==> config.mk <==
export PLATFORM = sky130hd
export DESIGN_NAME = sc_stream_decoder
export DESIGN_NICKNAME = d
export VERILOG_FILES = /design/src/rtl/sc_stream_decoder.sv
export SDC_FILE = /design/constraint.sdc
export NUM_CORES = 1
export LEC_CHECK = 0
export ABC_AREA = 1
export BUFFER_PORTS_ARGS = -buffer_cell sky130_fd_sc_hd__buf_2
export CORE_ASPECT_RATIO = 0.75
export CORE_MARGIN = 5
export CORE_UTILIZATION = 53
export CTS_BUF_LIST = sky130_fd_sc_hd__clkbuf_8
export CTS_CLUSTER_DIAMETER = 150
export CTS_CLUSTER_SIZE = 28
export DETAILED_ROUTE_END_ITERATION = 10
export GPL_TIMING_DRIVEN = 0
export PLACE_DENSITY = 0.78
export SLEW_MARGIN = 10
export SYNTH_ARGS = -nofsm -noshare
export SYNTH_HDL_FRONTEND = slang
export SYNTH_SLANG_ARGS = --single-unit
==> constraint.sdc <==
create_clock -name clock -period 1.5 [get_ports clock]
set_input_delay 0.15 -clock clock [delete_from_list [all_inputs] [get_ports clock]]
set_output_delay 0.15 -clock clock [all_outputs]
set_load 0.02 [all_outputs]
==> src/rtl/sc_stream_decoder.sv <==
// sc_stream_decoder
//   Stochastic-to-binary converter. Counts the 1s of a serial stochastic
//   bitstream over a window of 2**N accepted bits and emits one binary value
//   per window. seq_idx follows the generator's in-window index so the FIR
//   output lines up with the VDC sequence.
//
//   Build option: define SC_DEC_BIPOLAR_EN for bipolar encoding
//   (res_out = 2*ones - 2**N, signed, RES_W = N+2). Without it the result is
//   unipolar (res_out = ones, unsigned, RES_W = N+1). Handshake and timing
//   are the same in both builds.
//
// Ports
//   clock      in   1      rising-edge clock
//   start      in   1      synchronous active-high reset, opens a new window
//   bit_in     in   1      stochastic bit
//   bit_valid  in   1      bit_in valid this cycle
//   in_ready   out  1      decoder accepts bit_in this cycle (combinational)
//   seq_idx    out  N      index of the next bit in the current window
//   res_out    out  RES_W  decoded window value
//   res_valid  out  1      res_out holds an untaken result
//   out_ready  in   1      consumer takes res_out when res_valid && out_ready
//
// state | meaning
// ------+-----------------------------------------------------------
// ACCUM | seq_idx < 2**N-1, accepted bits add into the ones count
// LAST  | seq_idx == 2**N-1, next accepted bit completes the window

module sc_stream_decoder #(
  parameter int N = 12,
`ifdef SC_DEC_BIPOLAR_EN
  localparam int RES_W = N + 2
`else
  localparam int RES_W = N + 1
`endif
) (
  input  logic             clock,
  input  logic             start,
  input  logic             bit_in,
  input  logic             bit_valid,
  output logic             in_ready,
  output logic [N-1:0]     seq_idx,
  output logic [RES_W-1:0] res_out,
  output logic             res_valid,
  input  logic             out_ready
);

  typedef enum logic {ACCUM, LAST} state_t;

  state_t           state;
  logic [N:0]       ones;
  logic [N:0]       ones_next;
  logic [N:0]       sum;
  logic [N-1:0]     seq_idx_next;
  logic [RES_W-1:0] res_next;
  logic [RES_W-1:0] res_enc;
  logic             res_valid_next;
  logic             accept;

  // The window position is the only state; ACCUM/LAST is decoded from it.
  assign state = (seq_idx == '1) ? LAST : ACCUM;

  // Only the closing bit can stall, and only while the previous result is
  // still waiting for the consumer.
  assign in_ready = !(state == LAST && res_valid && !out_ready);
  assign accept   = bit_valid && in_ready;

  // N+1 bits: an all-ones window reaches exactly 2**N.
  assign sum = ones + {{N{1'b0}}, bit_in};

`ifdef SC_DEC_BIPOLAR_EN
  assign res_enc = {sum, 1'b0} - (RES_W'(1) << N);
`else
  assign res_enc = sum;
`endif

  always_comb begin
    ones_next      = ones;
    seq_idx_next   = seq_idx;
    res_next       = res_out;
    res_valid_next = res_valid;

    if (res_valid && out_ready) res_valid_next = 1'b0;

    if (accept) begin
      case (state)
        ACCUM: begin
          ones_next    = sum;
          seq_idx_next = seq_idx + N'(1);
        end
        LAST: begin
          // A completion in the same cycle as a take overrides the clear,
          // so the new result is presented without a gap.
          res_next       = res_enc;
          ones_next      = '0;
          seq_idx_next   = '0;
          res_valid_next = 1'b1;
        end
        default: ;
      endcase
    end
  end

  always_ff @(posedge clock) begin
    if (start) begin
      ones      <= '0;
      seq_idx   <= '0;
      res_out   <= '0;
      res_valid <= 1'b0;
    end else begin
      ones      <= ones_next;
      seq_idx   <= seq_idx_next;
      res_out   <= res_next;
      res_valid <= res_valid_next;
    end
  end

endmodule

==> results of run 1 <==
==> cells in the final DEF, fill, tap and decap left out, types with 10 or more instances in the layout <==
cell,count
a21oi_1,19
buf_2,32
dfxtp_1,27
dfxtp_2,10
inv_1,36
nand2_1,95
nand3_1,10
nand4_1,11
nor2_1,44
nor2_2,10
==> metrics by stage <==
stage / worst slack, ns / hold slack (ns) / power, uW / std cells
CTS: -0.0629 / 0.259 / 2080 / 417
floorplan: 0.00682 / 0.375 / 1130 / 316
detailed placement: -0.194 / 0.467 / 1170 / 399
global placement: -0.197 / 0.456 / 1160 / 399
global route: -0.0946 / 0.270 / 2160 / 421
finish: -0.0368 / 0.262 / 2090 / 421
==> sequential cells by signal, indices dropped and copies added (netlist names) <==
register,count
res_valid,1
ones,13
res_out,13
seq_idx,12
==> kinds of logic after synthesis <==
logic type,count (synthesis)
flops,39
simple gates,191
compound gates,24
fa+ha+maj,3
buf+inv,51
xor+xnor,8
==> power groups by stage <==
stage	Combinational, uW	Sequential (uW)	Clock (uW)
finish	138	1050	897
global route	148	1050	960
CTS	123	1050	906
detailed placement	92.9	1070	0
global placement	91.3	1070	0
floorplan	53.9	1080	0
==> critical path, cell delays in order, from the launching register on <==
cell	delay, ns
dfxtp_4	0.36
ha_4	0.14
nand2_4	0.05
nor2_4	0.10
nand4_1	0.14
buf_6	0.16
buf_6	0.12
==> final timing paths <==
check,from,endpoint,depth (start not counted)
max,seq_idx[1]$_SDFFE_PP0P_,in_ready,6
max reg2reg,ones[0]$_SDFFE_PP0P_,ones[4]$_SDFFE_PP0P_,7
min,bit_in,res_out[0]$_SDFFE_PP0P_,4
min reg2reg,ones[0]$_SDFFE_PP0P_,ones[0]$_SDFFE_PP0P_,2
==> timing repair <==
action / 4_1_cts / 5_1_grt
pin swaps: 7 / 10
hold buffers: 0 / 0
cloned: 2 / 2
setup endpoints to repair: 39 / 40
buffers inserted: 8 / 2
resized for setup: 32 / 38
==> area by class of cell <==
class                           instances  share of cell area
Buffer                                 10              0.0301
Clock buffer                            5              0.0255
Clock inverter                          3              0.0162
Inverter                               41              0.0580
Multi-Input combinational cell        226               0.439
Sequential cell                        39               0.297
Tap cell                               52              0.0241
Timing Repair Buffer                   45               0.111
==> layer usage <==
layer  GRT usage  vias to the layer above
li1            -                     1070
met1       0.300                      975
met2       0.297                       72
met3      0.0556                       12
met4       0.116                        0
met5           0                        -
==> impl_metrics.ini, run 1 <==
[outcome]
outcome = complete, but fails checks
violations = setup timing

[final_layout]
layout-drive-gt1-share = 0.304
regArea_um2 = 801
insertedDiodeCount = 0
nNetsFinal = 376
final_area_um2 = 2700
area_delta_synth_final_pct = 33.6
post-route-util = 0.737
multiInputGateArea_um2 = 1180
num-fill-cells = 293

[synthesis]
ys_ff_latch = 39
synth_cell_types = 24
synth-compound-area-share = 0.0594
synth_area_leaders = dfxtp_1, nand2_1, nor2_1
syn_avg_cell_area_um2 = 6.39
synth.most_common_cell = nand2_1
synth-edff-count = 0
synthSimpleGateAreaFrac = 0.396
synth-seq-area-share = 0.386
yosys_warnings = 0
synth_top_area_cell = dfxtp_1
synth_nets = 324
muxShareOfSynthArea = 0
synth_common_cells = nand2_1, nor2_1, dfxtp_1, inv_1, a21oi_1
synthXorXnorAreaFrac = 0.0347
synth_fa_ha_area_frac = 0.0186
async_reset_ff_frac = 0
synth_top_family_by_area = simple AND/OR/NAND/NOR gates
synth_top_area_frac = 0.386
syn-cell-area_um2 = 2020
ys.flop_type = dfxtp_1
netlist_instances = 316

[clock_network]
clk_path_buf_depth = 2
clock_sinks = 39
insertion_delay_ns = 0.31
numCtsBuffers = 5
root_buffer = clkbuf_8
htree_levels = 2
clk_pin_slew_ns = 0.08
cts_tree = done

[sta]
max_freq_mhz = 651
setup_slack_ns = -0.0368
worst_pin_slew_ns = 0.517
rsz0062_at_grt = yes
layout_min_cycle_time_ns = 1.54
finalSetupViolations = 2
post-route-period-util = 1.02
tns_ns = -0.0668
hold_violations = 0
slew_violations = 0
finClkSkew_ns = 0.00971
slew_headroom = 0.655

[job]
drv_cap = 0

[global_routing]
grt_max_degree = 14
grt_pass1_wl_um = 8370
first_global_vias = 1745
grt_usage = 0.215
grt-ovfl-total = 0
antenna_found_initial = 0

[route]
wl_um = 5440
ant_nets = 0
vias_per_cell = 5.06
wl_met2_um = 2420
highest_layer = met4
wl_per_cell_um = 12.9
route.met3.wl_um = 397
drcViolationCount = 0
drt_iter0_drc = 215
dr_total_vias = 2129
drt-pass1-iter-count = 4
met1_length_um = 2520

[power_and_ir_drop]
seq_power_share = 0.504
ir_drop_uv = 671
intPower_uw = 1590
clockPowerShare = 0.430
switching_share = 0.237
comb_power_share = 0.066
pwr_density_cell_nw_per_um2 = 773
p_sw_uw = 494
leakagePower_uw = 0.00124

[floorplan]
io_pins = 32
die_x_um = 81.3
die_h_um = 63.5
num_rows = 19
start_util = 0.552
die-area_um2 = 5160
core_area_um2 = 3660

[critical_path]
cp.arrival_ns = 1.39
start_kind = register
critPathKind = reg -> out
regToRegSetupSlack_ns = -0.03
end_kind = output pin
worstPathMaxFanout = 2
cp_data_required_time_ns = 1.35

[min_path]
hold_path_class = in -> reg

[placement]
hpwlAfterDp_um = 3400
placed_area_um2 = 2250
port_buffers = 31
place_congestion = 0.841
(Power assumes the default switching activity.)
==> run 2, diff against run 1 <==
BUFFER_PORTS_ARGS = -buffer_cell sky130_fd_sc_hd__buf_4   (was -buffer_cell sky130_fd_sc_hd__buf_2)
==> run 2 against run 1 <==
Against the previous run:
- the run still ends with setup timing left
- utilization up 4.7 points
- fmax fell by 3.2%
- count of clock-buffer cells in the layout grew 1
==> impl_metrics.ini, run 2 (synthesized netlist as in run 1, its figures left out) <==
[outcome]
outcome = complete, but fails checks
violations = setup timing

[global_routing]
grt_max_degree = 13
first_global_vias = 1876
grt_usage = 0.214
antenna_found_initial = 0
grt_pass1_wl_um = 8680
grt-ovfl-total = 0

[sta]
slew_violations = 0
post-route-period-util = 1.06
slew_headroom = 0.518
max_freq_mhz = 630
worst_pin_slew_ns = 0.723
finalSetupViolations = 6
rsz0062_at_grt = yes
finClkSkew_ns = 0.0101
hold_violations = 0
setup_slack_ns = -0.0879
tns_ns = -0.148
layout_min_cycle_time_ns = 1.59

[route]
drt-pass1-iter-count = 7
drcViolationCount = 0
vias_per_cell = 5.26
wl_um = 6030
wl_per_cell_um = 14.3
dr_total_vias = 2220
ant_nets = 0
drt_iter0_drc = 185

[critical_path]
critPathKind = reg -> reg
cp.arrival_ns = 1.74
reg2regPathDepth = 8
end_kind = register
crit_path_end = seq_idx[10]$_SDFFE_PP0P_
reg2reg_from = seq_idx[0]$_SDFFE_PP0P_
reg2reg_to = seq_idx[10]$_SDFFE_PP0P_
start_kind = register
cp_data_required_time_ns = 1.65
regToRegSetupSlack_ns = -0.09
cp-startpoint = seq_idx[0]$_SDFFE_PP0P_
worstPathMaxFanout = 2

[power_and_ir_drop]
leakagePower_uw = 0.00132
switching_share = 0.228
comb_power_share = 0.078
pwr_density_cell_nw_per_um2 = 744
finalPower_uw = 2140
p_sw_uw = 487
intPower_uw = 1650
ir_drop_uv = 874
clockPowerShare = 0.431
seq_power_share = 0.491

[final_layout]
layout-drive-gt1-share = 0.359
final_cell_mix = nand2_1, nor2_1, buf_4, inv_1, dfxtp_1
nNetsFinal = 377
reg_top3 = ones (13), res_out (13), seq_idx (12)
insertedDiodeCount = 0
layout_commonest_cell = nand2_1
area_delta_synth_final_pct = 42.1

[floorplan]
start_util = 0.552
io_pins = 32
die-area_um2 = 5160
die_h_um = 63.5
num_rows = 19
core_area_um2 = 3660
die_x_um = 81.3

[clock_network]
cts_hold_buf = 0
clk_pin_slew_ns = 0.08
clk_path_buf_depth = 2
clock_sinks = 39
root_buffer = clkbuf_8
numCtsBuffers = 5
htree_levels = 2
cts_tree = done
insertion_delay_ns = 0.29

[placement]
port_buffers = 31
hpwlAfterDp_um = 3510
place_congestion = 0.865

[job]
drv_cap = 0

[min_path]
hold_path_class = in -> reg
hold_depth = 5
[run 2: final cells by class]
| class | instances | area [um2] |
|---|---|---|
| Buffer | 10 | 83.8 |
| Clock buffer | 6 | 82.6 |
| Clock inverter | 2 | 35.0 |
| Fill cell | 263 | 790 |
| Inverter | 41 | 156 |
| Multi-Input combinational cell | 226 | 1270 |
| Sequential cell | 39 | 805 |
| Tap cell | 52 | 65.1 |
| Timing Repair Buffer | 46 | 378 |
[run 2: critical path: stages, from the launching register on]
cell,delay [ns]
dfxtp_4,0.36
ha_4,0.15
buf_4,0.10
nand3_1,0.12
nor2_1,0.20
and2_1,0.24
nand3_1,0.13
nand2_1,0.09
a21oi_1,0.06
[run 2: worst min-delay path by stage]
stage                         startpoint                  endpoint  slack [ns]
global placement    ones[0]$_SDFFE_PP0P_      ones[0]$_SDFFE_PP0P_        0.46
finish                         bit_valid  seq_idx[11]$_SDFFE_PP0P_        0.29
CTS                            bit_valid  seq_idx[11]$_SDFFE_PP0P_        0.26
global route                      bit_in   res_out[0]$_SDFFE_PP0P_        0.29
detailed placement  ones[0]$_SDFFE_PP0P_      ones[0]$_SDFFE_PP0P_        0.47
floorplan                      bit_valid  seq_idx[11]$_SDFFE_PP0P_        0.37
[run 2: routing by layer]
layer / up-vias / routed length, um / GRT usage
li1: 1073 / - / -
met3: 18 / 435 / 0.0527
met5: - / 0 / 0
met1: 1016 / 2660 / 0.315
met4: 0 / 128 / 0.0675
met2: 113 / 2810 / 0.301
[run 2: through the flow]
step | utilization | cells | hold WS, ns | worst slack, ns | cell area (um2)
final | 0.784 | 422 | 0.288 | -0.0879 | 2870
after global routing | 0.784 | 422 | 0.295 | -0.140 | 2870
after CTS | 0.713 | 417 | 0.258 | -0.0403 | 2610
after detailed placement | 0.635 | 399 | 0.465 | -0.218 | 2330
after global placement | 0.635 | 399 | 0.456 | -0.195 | 2330
after floorplan | - | 316 | 0.375 | 0.00682 | 2030
[run 2: power by group through the flow]
stage	Clock (uW)	Combinational, uW	Sequential [uW]
detailed placement	0	97.9	1070
global placement	0	97.3	1070
CTS	911	121	1050
floorplan	0	53.9	1080
global route	980	178	1050
finish	920	167	1050
[run 2: what timing repair did]
action,CTS,global route
pin swaps,7,24
gates cloned,1,2
gates resized for setup,28,66
endpoints found under the setup margin,39,40
setup buffers,9,3
==> run 3, diff against run 2 <==
MAX_ROUTING_LAYER = met4   (was not set)
==> run 3 against run 2 <==
Against the previous run:
- the flow still finishes with violations (setup timing)
- count of clock-buffer cells in the layout did not move
- sequential share of layout area rose by 0.89 points
- final area fell by 3.1%
- sequential power barely moved
- hold slack worse by 0.0071 ns
- setup slack better by 0.052 ns
- global-route usage grew 0.67 points
- cell count stayed put
- combinational power is 10% lower
- first-iteration DRC count is 30% higher
- clock skew fell by 0.0040 ns
- register-to-register slack better by 0.05 ns
- critical endpoint is now ones[2]$_SDFFE_PP0P_
- largest cell class unchanged
- highest routed layer unchanged
==> impl_metrics.ini, run 3 (synthesized netlist as in run 1, its figures left out) <==
[outcome]
outcome = complete, but fails checks
violations = setup timing

[sta]
finClkSkew_ns = 0.00617
slew_violations = 0
slew_headroom = 0.610
hold_violations = 0
finalSetupViolations = 6
worst_pin_slew_ns = 0.584
layout_min_cycle_time_ns = 1.54
rsz0062_at_grt = yes
post-route-period-util = 1.02
setup_slack_ns = -0.0359
max_freq_mhz = 651

[final_layout]
layout-drive-gt1-share = 0.300
insertedDiodeCount = 0
reg_top3 = ones (13), res_out (13), seq_idx (12)
num-fill-cells = 293
multiInputGateArea_um2 = 1180
final_cell_mix = nand2_1, nor2_1, buf_4, inv_1, dfxtp_1
area_delta_synth_final_pct = 37.7
layout_commonest_cell = nand2_1
regArea_um2 = 805
nNetsFinal = 377

[route]
drt-pass1-iter-count = 5
vias_per_cell = 5.14
dr_total_vias = 2167
drt_iter0_drc = 241
wl_per_cell_um = 13.5
ant_nets = 0
drcViolationCount = 0
wl_um = 5700

[clock_network]
clk_pin_slew_ns = 0.08
root_buffer = clkbuf_8
insertion_delay_ns = 0.29
numCtsBuffers = 5
htree_levels = 2
clk_path_buf_depth = 2
clock_sinks = 39
cts_tree = done

[placement]
hpwlAfterDp_um = 3510
dp_slack_ns = -0.218
port_buffers = 31
place_congestion = 0.879

[critical_path]
start_kind = register
end_kind = register
worstPathMaxFanout = 5
reg2reg_to = ones[2]$_SDFFE_PP0P_
slowest_delay_ns = 0.36
cp_data_required_time_ns = 1.71
cp.arrival_ns = 1.75
critPathKind = reg -> reg
crit_slowest_cell = dfxtp_4
path_cells = ha_4 -> nand2_4 -> nor2_4 -> nand4_1 -> buf_4 -> nand2_8 -> clkbuf_16 -> nand2_1 -> a21oi_1
regToRegSetupSlack_ns = -0.04
reg2regPathDepth = 9
reg2reg_from = seq_idx[0]$_SDFFE_PP0P_

[global_routing]
antenna_found_initial = 0
first_global_vias = 1878
grt-ovfl-total = 0
grt_max_degree = 13
grt_pass1_wl_um = 8670
grt_usage = 0.220

[job]
drv_cap = 0

[floorplan]
die_h_um = 63.5
die_x_um = 81.3
io_pins = 32
start_util = 0.552
core_area_um2 = 3660
num_rows = 19
die-area_um2 = 5160

[power_and_ir_drop]
pwr_density_cell_nw_per_um2 = 758
ir_drop_uv = 548
finalPower_uw = 2110
leakagePower_uw = 0.00128

[min_path]
hold_path_class = in -> reg
min_from = bit_valid
min_to = seq_idx[11]$_SDFFE_PP0P_
hold_depth = 5
==> run 3: cell count changes in the layout (fill, tap and decap cells not counted), moves of 2 or more <==
| cell | previous run | this run |
|---|---|---|
| a21oi_1 | 4 | 14 |
| a21oi_2 | 18 | 8 |
| nand2_1 | 86 | 96 |
| nand2_2 | 13 | 6 |
| nand2_4 | 6 | 3 |
| buf_6 | 6 | 8 |
==> run 3: timing repair <==
| action | 4_1_cts | 5_1_grt |
|---|---|---|
| hold buffers | 0 | 0 |
| pin swaps | 7 | 14 |
| resized for setup | 28 | 40 |
| cloned | 1 | 2 |
| buffers inserted | 9 | 3 |
| setup endpoints to repair | 39 | 40 |
==> run 3: power breakdown <==
group          leakage (uW)  internal (uW)  switching, uW
clock             0.0000612            538            373
combinational      0.000897           64.3           85.3
sequential         0.000322           1040           8.38
total               0.00128           1640            467
==> run 3: worst max-delay path, delay by kind of cell, from the launching register on <==
family	cells	cell delay, ns
adder cells (fa/ha/maj)	1	0.15
AND/OR/NAND/NOR	5	0.44
buffers and inverters	2	0.34
AO/OA/AOI/OAI	1	0.17
flip-flops	1	0.36
==> run 3: worst max-delay path by stage <==
stage	end	slack, ns	from	cells after the start
2_1_floorplan	res_out[11]$_SDFFE_PP0P_	0.007	seq_idx[0]$_SDFFE_PP0P_	9
3_3_place_gp	ones[8]$_SDFFE_PP0P_	-0.20	ones[0]$_SDFFE_PP0P_	8
3_5_place_dp	ones[8]$_SDFFE_PP0P_	-0.22	ones[0]$_SDFFE_PP0P_	8
4_1_cts	in_ready	-0.04	seq_idx[1]$_SDFFE_PP0P_	6
5_1_grt	ones[6]$_SDFFE_PP0P_	-0.1	seq_idx[4]$_SDFFE_PP0P_	8
6_report	ones[2]$_SDFFE_PP0P_	-0.04	seq_idx[0]$_SDFFE_PP0P_	9
==> run 3: per-stage QoR <==
| stage | utilization | TNS [ns] | cell area [um2] | hold slack (ns) | std cells |
|---|---|---|---|---|---|
| global placement | 0.635 | -3.34 | 2330 | 0.456 | 399 |
| finish | 0.760 | -0.0980 | 2780 | 0.281 | 422 |
| CTS | 0.713 | -0.0403 | 2610 | 0.258 | 417 |
| detailed placement | 0.635 | -3.85 | 2330 | 0.465 | 399 |
| floorplan | - | 0 | 2030 | 0.375 | 316 |
| global route | 0.760 | -1.48 | 2780 | 0.294 | 422 |
==> run 3: area by class of cell <==
type,instances,area share
Clock buffer,6,0.0297
Clock inverter,2,0.0126
Timing Repair Buffer,46,0.136
Sequential cell,39,0.289
Buffer,10,0.0301
Tap cell,52,0.0234
Multi-Input combinational cell,226,0.423
Inverter,41,0.0562
==> run 3: metal layers <==
metal,share of wire,global-route usage,vias up
li1,-,-,1073
met1,0.46,0.316,972
met2,0.45,0.301,108
met3,0.079,0.0556,14
met4,0.018,0.0675,0
met5,0,-,-
